<file path="config.mk">
export PLATFORM = sky130hd
export DESIGN_NAME = laser_line_locator
export DESIGN_NICKNAME = d
export VERILOG_FILES = /design/src/rtl/scanner_pkg.sv /design/src/rtl/run_tracker.sv /design/src/rtl/laser_line_locator.sv
export SDC_FILE = /design/constraint.sdc
export NUM_CORES = 1
export LEC_CHECK = 0
export BUFFER_PORTS_ARGS = -buffer_cell sky130_fd_sc_hd__buf_4
export CAP_MARGIN = 30
export CELL_PAD_IN_SITES_DETAIL_PLACEMENT = 1
export CELL_PAD_IN_SITES_GLOBAL_PLACEMENT = 1
export CORE_MARGIN = 1
export CORE_UTILIZATION = 39
export DETAILED_ROUTE_END_ITERATION = 10
export HOLD_SLACK_MARGIN = 0.15
export PLACE_DENSITY_LB_ADDON = 0.1
export REMOVE_ABC_BUFFERS = 1
export SLEW_MARGIN = 25
export SYNTH_ARGS = -nofsm -noshare
export SYNTH_HDL_FRONTEND = slang
export SYNTH_SLANG_ARGS = --single-unit
</file>
<file path="constraint.sdc">
create_clock -name clk -period 4.29 [get_ports clk]
set_input_delay 0.429 -clock clk [delete_from_list [all_inputs] [get_ports clk]]
set_output_delay 0.429 -clock clk [all_outputs]
set_load 0.01 [all_outputs]
</file>
<file path="src/rtl/scanner_pkg.sv">
// Shared definitions for the laser line scanner datapath.
// Holds the locator FSM state type, the {field, vblank, hblank} bit
// positions of the fvh bus, and the bit that marks a bright pixel.
package scanner_pkg;

    typedef enum logic [1:0] {
        VBLANK = 2'd0,
        HBLANK = 2'd1,
        ACTIVE = 2'd2,
        REPORT = 2'd3
    } state_t;

    localparam int unsigned FVH_FIELD  = 2;
    localparam int unsigned FVH_V      = 1;
    localparam int unsigned FVH_H      = 0;
    localparam int unsigned BRIGHT_BIT = 7;

endpackage

</file>
<file path="src/rtl/run_tracker.sv">
// Tracks the currently open bright run and the best (longest) run of a line.
// Ports:
//   clk, reset_n        clock, synchronous active-low reset
//   clear               discard current and best run (applied before pix_en)
//   pix_en, bright, col one qualified pixel: brightness and its column
//   close               close the open run after this cycle's pixel (if any)
//   best_start/best_len winning run so far; ties keep the earlier run
module run_tracker
#(
    parameter int unsigned COL_W = 10
)
(
    input  logic             clk,
    input  logic             reset_n,
    input  logic             clear,
    input  logic             pix_en,
    input  logic             bright,
    input  logic             close,
    input  logic [COL_W-1:0] col,
    output logic [COL_W-1:0] best_start,
    output logic [COL_W-1:0] best_len
);

    localparam logic [COL_W-1:0] LEN_MAX = '1;

    logic             open_q;
    logic [COL_W-1:0] cur_start;
    logic [COL_W-1:0] cur_len;

    logic             open_n;
    logic [COL_W-1:0] start_n;
    logic [COL_W-1:0] len_n;
    logic [COL_W-1:0] bstart_n;
    logic [COL_W-1:0] blen_n;
    logic             do_close;

    // Clear first, then fold in the pixel, then apply any close.
    always_comb begin
        open_n   = open_q & ~clear;
        start_n  = clear ? '0 : cur_start;
        len_n    = clear ? '0 : cur_len;
        bstart_n = clear ? '0 : best_start;
        blen_n   = clear ? '0 : best_len;
        do_close = close;

        if (pix_en) begin
            if (bright) begin
                if (!open_n) begin
                    open_n  = 1'b1;
                    start_n = col;
                    len_n   = COL_W'(1);
                end else if (len_n != LEN_MAX) begin
                    len_n = len_n + COL_W'(1);
                end
            end else begin
                do_close = 1'b1;
            end
        end

        // Strict compare so an equal-length later run never displaces the earlier one.
        if (do_close && open_n) begin
            if (len_n > blen_n) begin
                bstart_n = start_n;
                blen_n   = len_n;
            end
            open_n = 1'b0;
            len_n  = '0;
        end
    end

    always_ff @(posedge clk) begin
        if (!reset_n) begin
            open_q     <= 1'b0;
            cur_start  <= '0;
            cur_len    <= '0;
            best_start <= '0;
            best_len   <= '0;
        end else begin
            open_q     <= open_n;
            cur_start  <= start_n;
            cur_len    <= len_n;
            best_start <= bstart_n;
            best_len   <= blen_n;
        end
    end

endmodule

</file>
<file path="src/rtl/laser_line_locator.sv">
// Finds the laser stripe (longest bright run) on each active video line of a
// binarized pixel stream and reports its centre column and row.
// Optional macro SUBPIXEL_EN: col_out widens by one bit and carries the
// centre in half-pixel units (2*start + len - 1).
// Ports:
//   clk, reset_n   pixel clock, synchronous active-low reset
//   fvh_in, dv_in  {field, vblank, hblank} and data valid from threshold
//   din            binarized pixel, bright when bit 7 is set
//   line_valid     one-cycle pulse per finished line
//   line_found     a run of at least MIN_RUN pixels was seen
//   row_out        row of the reported line
//   col_out        stripe centre column (0 when not found)
//   run_len        winning run length (0 when not found)
//   field_out      field bit latched at line start
//   frame_done     one-cycle pulse when vblank rises
module laser_line_locator
    import scanner_pkg::*;
#(
    parameter int unsigned COL_W   = 10,
    parameter int unsigned ROW_W   = 9,
    parameter int unsigned MIN_RUN = 2
)
(
    input  logic             clk,
    input  logic             reset_n,
    input  logic [2:0]       fvh_in,
    input  logic             dv_in,
    input  logic [7:0]       din,
    output logic             line_valid,
    output logic             line_found,
    output logic [ROW_W-1:0] row_out,
`ifdef SUBPIXEL_EN
    output logic [COL_W:0]   col_out,
`else
    output logic [COL_W-1:0] col_out,
`endif
    output logic [COL_W-1:0] run_len,
    output logic             field_out,
    output logic             frame_done
);

    localparam logic [COL_W-1:0] COL_MAX = '1;
    localparam logic [ROW_W-1:0] ROW_MAX = '1;

    state_t           state;
    state_t           state_nxt;
    logic [COL_W-1:0] col;
    logic             col_sat;
    logic [ROW_W-1:0] row;
    logic             v_prev;
    logic             vrise_q;

    logic             trk_clear;
    logic             trk_pix;
    logic             trk_close;
    logic [COL_W-1:0] trk_col;
    logic [COL_W-1:0] best_start;
    logic [COL_W-1:0] best_len;

    logic             pix_act_c;
    logic             vrise_c;
    logic             v_now_c;
    logic             found_c;
    logic             unused_din;
`ifdef SUBPIXEL_EN
    logic [COL_W:0]   center_c;
`else
    logic [COL_W-1:0] center_c;
`endif

    assign pix_act_c  = dv_in & ~fvh_in[FVH_V] & ~fvh_in[FVH_H];
    assign vrise_c    = dv_in & fvh_in[FVH_V] & ~v_prev;
    // Vblank level as of this cycle; dv_in=0 cycles carry the last valid value.
    assign v_now_c    = dv_in ? fvh_in[FVH_V] : v_prev;
    assign found_c    = (best_len >= COL_W'(MIN_RUN));
    assign unused_din = ^din;

`ifdef SUBPIXEL_EN
    assign center_c = {best_start, 1'b0} + (COL_W+1)'(best_len) - (COL_W+1)'(1);
`else
    assign center_c = best_start + ((best_len - COL_W'(1)) >> 1);
`endif

    run_tracker #(.COL_W(COL_W)) u_run_tracker (
        .clk        (clk),
        .reset_n    (reset_n),
        .clear      (trk_clear),
        .pix_en     (trk_pix),
        .bright     (din[BRIGHT_BIT]),
        .close      (trk_close),
        .col        (trk_col),
        .best_start (best_start),
        .best_len   (best_len)
    );

    // State register.
    always_ff @(posedge clk) begin
        if (!reset_n) begin
            state <= VBLANK;
        end else begin
            state <= state_nxt;
        end
    end

    // Next state and run-tracker controls.
    always_comb begin
        state_nxt = state;
        trk_clear = 1'b0;
        trk_pix   = 1'b0;
        trk_close = 1'b0;
        trk_col   = col;

        case (state)
            VBLANK: begin
                if (dv_in && !fvh_in[FVH_V]) begin
                    state_nxt = HBLANK;
                end
            end
            HBLANK: begin
                trk_clear = 1'b1;
                trk_col   = '0;
                if (dv_in && fvh_in[FVH_V]) begin
                    state_nxt = VBLANK;
                end else if (pix_act_c) begin
                    trk_pix   = 1'b1;
                    state_nxt = ACTIVE;
                end
            end
            ACTIVE: begin
                if (dv_in && (fvh_in[FVH_H] || fvh_in[FVH_V])) begin
                    trk_close = 1'b1;
                    state_nxt = REPORT;
                end else if (pix_act_c && !col_sat) begin
                    trk_pix   = 1'b1;
                    // The last addressable column ends any open run.
                    trk_close = (col == COL_MAX);
                end
            end
            REPORT: begin
                state_nxt = v_now_c ? VBLANK : HBLANK;
            end
            default: begin
                state_nxt = VBLANK;
            end
        endcase
    end

    // Counters and registered outputs.
    always_ff @(posedge clk) begin
        if (!reset_n) begin
            col        <= '0;
            col_sat    <= 1'b0;
            row        <= '0;
            v_prev     <= 1'b0;
            vrise_q    <= 1'b0;
            line_valid <= 1'b0;
            line_found <= 1'b0;
            row_out    <= '0;
            col_out    <= '0;
            run_len    <= '0;
            field_out  <= 1'b0;
            frame_done <= 1'b0;
        end else begin
            line_valid <= 1'b0;
            vrise_q    <= vrise_c;
            // Delayed one cycle so it lines up with the line_valid of a closing line.
            frame_done <= vrise_q;
            if (dv_in) begin
                v_prev <= fvh_in[FVH_V];
            end

            case (state)
                VBLANK: begin
                    row <= '0;
                end
                HBLANK: begin
                    col_sat <= 1'b0;
                    if (state_nxt == ACTIVE) begin
                        col       <= COL_W'(1);
                        field_out <= fvh_in[FVH_FIELD];
                    end else begin
                        col <= '0;
                    end
                end
                ACTIVE: begin
                    if (trk_pix) begin
                        if (col == COL_MAX) begin
                            col_sat <= 1'b1;
                        end else begin
                            col <= col + COL_W'(1);
                        end
                    end
                end
                REPORT: begin
                    line_valid <= 1'b1;
                    line_found <= found_c;
                    row_out    <= row;
                    col_out    <= found_c ? center_c : '0;
                    run_len    <= found_c ? best_len : '0;
                    if (row != ROW_MAX) begin
                        row <= row + ROW_W'(1);
                    end
                end
                default: begin
                end
            endcase
        end
    end

endmodule

</file>
==> impl_metrics.toml <==
[worst_setup_path]
crit_fanout = 13
cp-end-kind = "flop"
r2r-start = "state[1]$_SDFF_PN0_"
required_ns = 4.57
worstPathArrival_ns = 4.38
crit_type = "reg2reg"
r2r-end = "u_run_tracker.best_len[7]$_SDFF_PN0_"
cp-start-kind = "flop"
r2r_setup_slack_ns = 0.19
rr_worst_depth = 18

[hold_path]
holdCritStartpoint = "fvh_in[2]"
min_path_type = "in2reg"
hold_depth = 3
whs_endpoint = "field_out$_SDFFE_PN0P_"

[power]
p_per_area_nw_per_um2 = 299.7
p_sw_w = 0.0004455
switching_share_pct = 24.00
combPwrFrac_pct = 6.0
power_frac_clock_pct = 44.7
vdd_drop_max_mv = 0.1815
p_seq_share_pct = 49.4
intPower_w = 0.001411
leakagePower_nw = 2.459

[drt]
drcViolationCount = 0
routed_wl_um = 14480
drt_iter0_markers = 198
wl_per_cell_um = 17.43
ant_nets = 0
via_count = 4529
firstDrtPassIters = 4
viasPerCell = 5.450

[placement]
pre_cts_ws_ns = -0.04049
place.gp.congestion = 0.8248
port_buffers = 39
dp_hpwl_um = 10090

[timing]
fin_crit_sh_pct = 95.64
setup_violations = 0
fin_tns_setup_ns = 0
fin_crit_ns = 4.103
finalWorstSetupSlack_ns = 0.1872
relSlewSlack_pct = 56.08
fin_skew_ns = 0.007718
drv_slew = 0
fmax_ghz = 0.2437
finalHoldViolCount = 0
worst_pin_slew_ns = 0.6588
fin_hold_ws_ns = 0.3325

[yosys]
yosysWarningCount = 0
ys_seq_elements = 98
synthCells = 605
async_flop_share_pct = 0
synth_top_flop_cell = "dfxtp_1"
synth_edf_count = 0
yosysSeqAreaShare_pct = 37.74
synthDistinctLibCells = 66
netlist_area_um2 = 5199
synth.avg_cell_area_um2 = 8.593

[run]
cap_viol_max_count = 0

[die]
dieHeight_um = 117.5
initial_core_util_pct = 40.54
fp.dieW_um = 117.5
io_pins = 47
die_area_um2 = 13800
core_area_um2 = 12820
fp-row-count = 41

[finish]
layout_common_cells = "dfxtp_1, nor2_1, buf_4, a21oi_1, nand2_1"
seqCellArea_um2 = 1963
mostFrequentLayoutCell = "dfxtp_1"
fin_nets = 699
fillers = 1533
drive_gt1_share_pct = 18.36
fin_util_pct = 48.29
multiInputGateArea_um2 = 3065
area_delta_synth_final_pct = 19.13
diodes = 0

[clock_network]
cts_tree = "built"
clkTransAtPathRegs_ns = 0.07
clockBufferDepth = 2
numCtsBuffers = 9
clock-sinks = 98
clkLatencyLatePin_ns = 0.35
htree_num_levels = 3
cts-root-buf = "clkbuf_16"

[global_routing]
grt_overflow = 0
grt_use_total_pct = 21.18
antenna_found_initial = 0
grt_pass1_wl_um = 23400
grt_max_degree = 52
grt_pass1_vias = 4744

[outcome]
status = "finished, final reports clean"
==> what timing repair did <==
action,in CTS,in global routing
pin swaps,0,5
gates cloned,0,2
gates resized for setup,3,14
hold buffers,0,0
endpoints found under the setup margin,15,20
setup buffers,0,6
==> Yosys cell counts, drive strengths merged, types with 12 or more instances <==
cell,number,share of area (%)
a21oi,54,5.2
nor3,12,1.2
ha,29,7.0
nor2b,16,1.9
xor2,15,2.5
mux2,15,3.2
and3,17,2.0
mux2i,21,4.0
nand3,13,1.3
o21ai,18,1.7
nor3b,13,1.9
inv,25,1.8
dfxtp,98,38
nor2,71,5.1
nand2,52,3.8
clkbuf,23,1.7
==> power groups by stage <==
stage / combinational (W) / clock, W / sequential, W
global route: 0.000121 / 0.000887 / 0.000917
finish: 0.000111 / 0.000829 / 0.000916
floorplan: 0.0000576 / 0 / 0.000936
global placement: 0.000103 / 0 / 0.000936
CTS: 0.000106 / 0.000856 / 0.000915
detailed placement: 0.000105 / 0 / 0.000936
==> per-layer routing <==
layer | GRT usage, % | vias up | part of all wire, %
met4 | 7.212 | 0 | 1.4
li1 | - | 2221 | -
met2 | 39.35 | 54 | 51
met5 | 0 | - | 0
met3 | 2.713 | 15 | 2.2
met1 | 24.87 | 2239 | 46
==> sequential cells by signal, summed over array words and instances, names as in the netlist, 2 cells and up <==
register and flops:
col 10, col_out 10, row 9, row_out 9, run_len 10, state 2, u_run_tracker.best_len 10, u_run_tracker.best_start 10
u_run_tracker.cur_len 10, u_run_tracker.cur_start 10
==> critical path, stage by stage, from the launching register on <==
cell and delay, ns:
dfxtp_1 0.33, inv_1 0.08, ha_4 0.20, buf_4 0.19, nand4b_1 0.23, or4_4 0.55, buf_4 0.16, nand4_1 0.13
mux2i_2 0.31, ha_1 0.32, nand4_1 0.16, a211oi_2 0.07, a2111oi_2 0.33, buf_4 0.18, a311oi_4 0.04, buf_4 0.17
clkbuf_16 0.16, or2_2 0.27, a21oi_1 0.13
==> cell families after synthesis <==
group,count (synthesis),share of synthesized area (%)
AO/OA/AOI/OAI,117,14.87
XOR/XNOR,26,4.380
adder cells (fa/ha/maj),30,7.365
flip-flops,98,37.74
buffers and inverters,55,4.452
AND/OR/NAND/NOR,243,23.90
multiplexers,36,7.292
==> through the flow <==
step | area, µm² | std cells | power, W
after floorplan | 5065 | 576 | 0.0009932
after global placement | 5746 | 808 | 0.001040
after detailed placement | 5746 | 808 | 0.001041
after CTS | 6050 | 823 | 0.001877
after global routing | 6193 | 831 | 0.001925
final | 6193 | 831 | 0.001856
==> worst max-delay path by stage <==
stage	from	endpoint	cells past startpoint
after detailed placement	state[0]$_SDFF_PN0_	u_run_tracker.best_len[9]$_SDFF_PN0_	17
after global routing	state[1]$_SDFF_PN0_	u_run_tracker.best_len[9]$_SDFF_PN0_	18
after floorplan	state[1]$_SDFF_PN0_	u_run_tracker.best_len[4]$_SDFF_PN0_	16
after global placement	state[0]$_SDFF_PN0_	u_run_tracker.best_len[7]$_SDFF_PN0_	17
final	state[1]$_SDFF_PN0_	u_run_tracker.best_len[7]$_SDFF_PN0_	18
after CTS	state[0]$_SDFF_PN0_	u_run_tracker.best_len[9]$_SDFF_PN0_	17
==> final cells by class <==
class | instances | area share (%)
repair buffers | 68 | 9.010
clock buffers | 11 | 3.919
inverters | 26 | 1.576
clock inverters | 4 | 0.8283
well taps | 172 | 3.475
multi-input cells | 452 | 49.49
flip-flops and latches | 98 | 31.70
Power figures use the tool's default switching activity.
